**config.mk**
```make
export PLATFORM = sky130hd
export DESIGN_NAME = multi_mode_tick_divider
export DESIGN_NICKNAME = d
export VERILOG_FILES = /design/src/rtl/multi_mode_tick_divider.sv
export SDC_FILE = /design/constraint.sdc
export NUM_CORES = 1
export LEC_CHECK = 0
export ABC_CLOCK_PERIOD_IN_PS = 4000
export CAP_MARGIN = 25
export CORE_MARGIN = 2
export CORE_UTILIZATION = 55
export DETAILED_ROUTE_END_ITERATION = 8
export GPL_TIMING_DRIVEN = 1
export PLACE_DENSITY_LB_ADDON = 0.05
export SYNTH_ARGS = -nofsm -noshare
export SYNTH_HDL_FRONTEND = slang
export SYNTH_SLANG_ARGS = --single-unit
```
**constraint.sdc**
```tcl
create_clock -name clock -period 4 [get_ports clock]
set_clock_uncertainty 0.05 [all_clocks]
set_input_delay 0.4 -clock clock [delete_from_list [all_inputs] [get_ports clock]]
set_output_delay 0.4 -clock clock [all_outputs]
set_load 0.005 [all_outputs]
```
**src/rtl/multi_mode_tick_divider.sv**
```systemverilog
// Purpose: divides `clock` into a one-cycle tick and a near-50% square wave, divisor picked from three presets or a loadable custom value.
// Latency: outputs are registered; a mode or divisor change takes effect at the next period boundary (immediately when leaving idle).
// Backpressure: none; enable=0 freezes all period state and forces tick low, while load still updates the custom divisor.
// Ports: clock/reset_n (sync, active-low), enable, sel[1:0], load, div_in[WIDTH-1:0] in;
//        tick, square, count[WIDTH-1:0], active_sel[1:0], tick_count[CNT_W-1:0] out.
module multi_mode_tick_divider #(
    parameter int WIDTH    = 29,
    parameter int CNT_W    = 16,
    parameter int DIV0     = 25000000,
    parameter int DIV1     = 50000000,
    parameter int DIV2     = 100000000,
    parameter int DIV3_RST = 300000000
) (
    input  logic             clock,
    input  logic             reset_n,
    input  logic             enable,
    input  logic [1:0]       sel,
    input  logic             load,
    input  logic [WIDTH-1:0] div_in,
    output logic             tick,
    output logic             square,
    output logic [WIDTH-1:0] count,
    output logic [1:0]       active_sel,
    output logic [CNT_W-1:0] tick_count
);

    localparam logic [WIDTH-1:0] DIV0_W     = WIDTH'(DIV0);
    localparam logic [WIDTH-1:0] DIV1_W     = WIDTH'(DIV1);
    localparam logic [WIDTH-1:0] DIV2_W     = WIDTH'(DIV2);
    localparam logic [WIDTH-1:0] DIV3_RST_W = WIDTH'(DIV3_RST);

    logic [WIDTH-1:0] cur_div;     // divisor in effect for the current period
    logic [WIDTH-1:0] custom_div;  // runtime-loadable divisor for sel=3

    logic [WIDTH-1:0] sel_div;     // divisor of the requested mode
    logic [WIDTH-1:0] count_inc;
    logic [WIDTH:0]   half_cur;    // ceil(cur_div/2), one extra bit so cur_div=max cannot overflow
    logic             idle;
    logic             at_wrap;
    logic             square_inc;  // square value for count_inc within the current period

    always_comb begin
        sel_div = DIV0_W;
        case (sel)
            2'd0:    sel_div = DIV0_W;
            2'd1:    sel_div = DIV1_W;
            2'd2:    sel_div = DIV2_W;
            default: sel_div = custom_div;
        endcase
    end

    always_comb begin
        idle       = (cur_div == '0);
        // Guarded by !idle so cur_div-1 never relies on underflow.
        at_wrap    = !idle && (count == (cur_div - WIDTH'(1)));
        count_inc  = count + WIDTH'(1);
        half_cur   = ({1'b0, cur_div} + (WIDTH+1)'(1)) >> 1;
        square_inc = ({1'b0, count_inc} < half_cur);
    end

    always_ff @(posedge clock) begin
        if (!reset_n) begin
            count      <= '0;
            tick       <= 1'b0;
            square     <= 1'b0;
            active_sel <= 2'd0;
            cur_div    <= DIV0_W;
            custom_div <= DIV3_RST_W;
            tick_count <= '0;
        end else begin
            if (load) begin
                custom_div <= div_in;
            end
            if (!enable) begin
                tick <= 1'b0;
            end else if (idle || at_wrap) begin
                // Period boundary (or idle): snapshot the requested mode. The new
                // period starts at count 0, where square is high unless the new
                // divisor is 0.
                count      <= '0;
                tick       <= at_wrap;
                active_sel <= sel;
                cur_div    <= sel_div;
                square     <= (sel_div != '0);
                if (at_wrap) begin
                    tick_count <= tick_count + CNT_W'(1);
                end
            end else begin
                count  <= count_inc;
                tick   <= 1'b0;
                square <= square_inc;
            end
        end
    end

endmodule

```
==> results.tsv <==
stage	metric	value	unit
timing	fin crit share	0.9393	
cells_and_area	Layout Area Growth over Synthesis	19.47	%
clock_network	H-tree level count	3	
clock_network	clk slew on worst S/H paths	0.08	ns
run_status	outcome	completed	
synth	Post-Syn Area	0.006889	mm^2
pwr	switching share of power	0.2399	
placement	routability cong.	0.9578	
clock_network	worst-skew pair later-pin latency	0.36	ns
detailed_routing	DR pass1 iterations	5	
global_routing	largest net degree at the start of global routing	48	
synth	top-count cell post-synth	dfxtp_1	
detailed_routing	Post-route DRC	0	
synth	number of flops mapped to enable cells by yosys	0	
detailed_routing	drt initial violations	450	
critical_path	kind of cell adding the most delay to the critical path	simple AND/OR/NAND/NOR gates	
synth	Async S/R FF share, synth	0	
pwr	Int Power	1.656	mW
synth	Mapped Cells	813	
die	row count	40	
placement	DP Wirelength	14.11	mm
timing	worst slew pin tran	0.8369	ns
timing	Final Setup Violations	0	
global_routing	grt ovf	0	
clock_network	Resized cells post-CTS	0	
global_routing	first-pass GRT wire length	29.67	mm
synth	synth unique cells	61	
critical_path	critical path capture point type	flip-flop	
timing	Slew headroom	0.4420	
cells_and_area	fillcell total	1089	
synth	top cell type's share of synthesized area	0.3109	
global_routing	initial antenna violation count	0	
flow_run	max-cap viol count	0	
critical_path	CP peak stage delay	0.57	ns
critical_path	CP Max Fanout	31	
detailed_routing	Via density	6.070	
clock_network	total clock sinks	107	
timing	f_max	266.2	MHz
cells_and_area	final instance area	0.008230	mm^2
pwr	Flop pwr share	0.506	
placement	PortBufs	83	
critical_path	CP Launch Type	flip-flop	
synth	Synth Register Bits	107	
timing	Hold Vio Cnt, Final	0	
synth	Syn Nets	885	
cells_and_area	ANT cells	0	
global_routing	Total GRT Usage	0.2786	
global_routing	vias in the first global route	5857	
placement	DP Area	0.007919	mm^2
detailed_routing	Final ANT Viol Nets	0	
die	core area	0.01211	mm^2
detailed_routing	Avg WL per Cell	17.48	um
cells_and_area	storage element area	0.002142	mm^2
synth	Synthesis Warnings	0	
synth	commonest cells in the netlist	dfxtp_1 (107), nand2_1 (69), nor2_1 (63)	
timing	Period minus WS final	3.757	ns
die	Initial Utilization	0.5688	
clock_network	# hold bufs at CTS	0	
clock_network	post-CTS setup buffers	0	
clock_network	Clock Tree Root	clkbuf_16	
critical_path	Arr. time, crit path	3.98	ns
synth	Main synth FF type	dfxtp_1	
pwr	Comb power frac	0.068	
cells_and_area	fraction of layout instances using a drive strength above 1	0.06803	
clock_network	CTS tree	done	
critical_path	slowest stage cell, crit path	or4b_4	
clock_network	clock tree buffer depth	2	
cells_and_area	footprint of the multi-input gates	0.004437	mm^2
pwr	P per Cell Area	264.7	mW/mm^2
critical_path	CP Cell Sequence	inv_1 -> ha_1 -> or3b_2 -> nor4_4 -> xnor2_1 -> or4b_4 -> nor4_4 -> nand4_2 -> buf_4 -> or4_1 -> a21oi_1	
cells_and_area	Nets	949	
die	Die Span Y	115.9	um
detailed_routing	DRT Wirelength	18.36	mm
pwr	Worst VDD drop	0.2831	mV
synth	syn avg cell area	8.474	um^2
pwr	Switch Pwr	0.5228	mW
critical_path	CP required	4.23	ns
timing	max-slew violations	0	
detailed_routing	DR vias	6374	
critical_path	Crit path buffers/inverters	2	
synth	cell taking the most area after synthesis	dfxtp_1	
die	IO Pins	84	
timing	final setup TNS	0	ns
critical_path	Crit Path Category	flip-flop to flip-flop	
critical_path	Crit path top cell by count	nor4_4	
die	die area	0.01344	mm^2
synth	top cells by area, synth	dfxtp_1 (31%), ha_1 (6.7%), xnor2_1 (6.2%), xor2_1 (5.5%), mux2i_1 (5.1%)	
clock_network	CTS Buf Count	9	
pwr	Leakage Power	3.274	nW
worst_hold_path	Hold Crit Class	flip-flop to flip-flop	
synth	Seq/Total Area, Yosys	0.3109	
timing	RSZ-0062 raised after global routing	no	
pwr	clock network power share	0.425	
die	Die W	115.9	um
## metrics by stage
stage	worst slack [ns]	utilization	power, mW	hold WS [ns]	instances
6_report	0.2428	0.6795	2.179	0.4263	1050
5_1_grt	0.003967	0.6795	2.260	0.4612	1050
4_1_cts	0.2333	0.6795	2.200	0.4313	1050
3_5_place_dp	0.2927	0.6538	1.277	0.4111	1034
3_3_place_gp	0.4081	0.6538	1.273	0.4105	1034
2_1_floorplan	0.4829	-	1.204	0.3870	813
## sequential cells by signal, summed over array words and instances, names as in the netlist
| name | flops |
|---|---|
| active_sel | 2 |
| count | 29 |
| cur_div | 29 |
| custom_div | 29 |
| square | 1 |
| tick | 1 |
| tick_count | 16 |
## path summary, 6_finish.rpt
kind	start	endpoint	slack (ns)	cells after the start
max	cur_div[1]	tick_count[11]	0.24	11
min reg2reg	custom_div[24]	custom_div[24]	0.43	2
min	custom_div[24]	custom_div[24]	0.43	2
max reg2reg	cur_div[1]	tick_count[11]	0.24	11
## layer usage
metal,global-route usage,share of wire,vias to the layer above
met5,0,0,-
met4,0.1135,0.035,0
met3,0.06015,0.055,43
met2,0.4444,0.46,208
met1,0.3675,0.45,3007
li1,-,-,3116
## area by class of cell
cell class,count,share of cell area
timing repair buffer,113,0.1277
tap,168,0.02554
clock inverter,6,0.01003
multi-input combinational,625,0.5391
inverter,21,0.009577
sequential,107,0.2603
clock buffer,10,0.02782
## power groups by stage
stage | Combinational, mW | Clock (mW) | Sequential [mW]
after floorplan | 0.0821 | 0 | 1.12
after global placement | 0.145 | 0 | 1.13
after detailed placement | 0.149 | 0 | 1.13
after CTS | 0.149 | 0.948 | 1.10
after global routing | 0.163 | 0.992 | 1.11
final | 0.149 | 0.927 | 1.10
## tightest hold or removal path, cell delays in order, from the launching register on
cell	delay, ns
dfxtp_1	0.33
mux2i_1	0.06
nand2_1	0.06
## cell families (layout without fill, tap and decap cells)
group | Yosys count | count (layout) | share of synthesized area
AO/OA/AOI/OAI | 148 | 148 | 0.1602
XOR/XNOR | 92 | 92 | 0.1170
adder cells (fa/ha/maj) | 37 | 37 | 0.06720
buffers and inverters | 81 | 150 | 0.04613
flip-flops | 107 | 107 | 0.3109
multiplexers | 35 | 35 | 0.05085
AND/OR/NAND/NOR | 313 | 313 | 0.2477
## cell usage in the layout, fill, tap and decap left out, types with 5 or more instances in the layout
master,count
a211oi_1,5
a21o_1,9
a21oi_1,28
a22o_1,9
a2bb2oi_1,6
a32o_1,27
and3_1,22
and4_1,7
buf_4,30
clkbuf_16,9
clkdlybuf4s50_1,82
dfxtp_1,107
ha_1,37
inv_1,21
mux2i_1,35
nand2_1,69
nand2b_1,7
nand3_1,29
nand4_1,21
nor2_1,63
nor2b_1,10
nor3_1,15
nor4_1,15
o211ai_1,5
o21ai_0,17
o31ai_1,12
or3_1,14
or4_1,15
xnor2_1,49
xor2_1,43
Note: power is estimated with default switching activity, not from simulation.
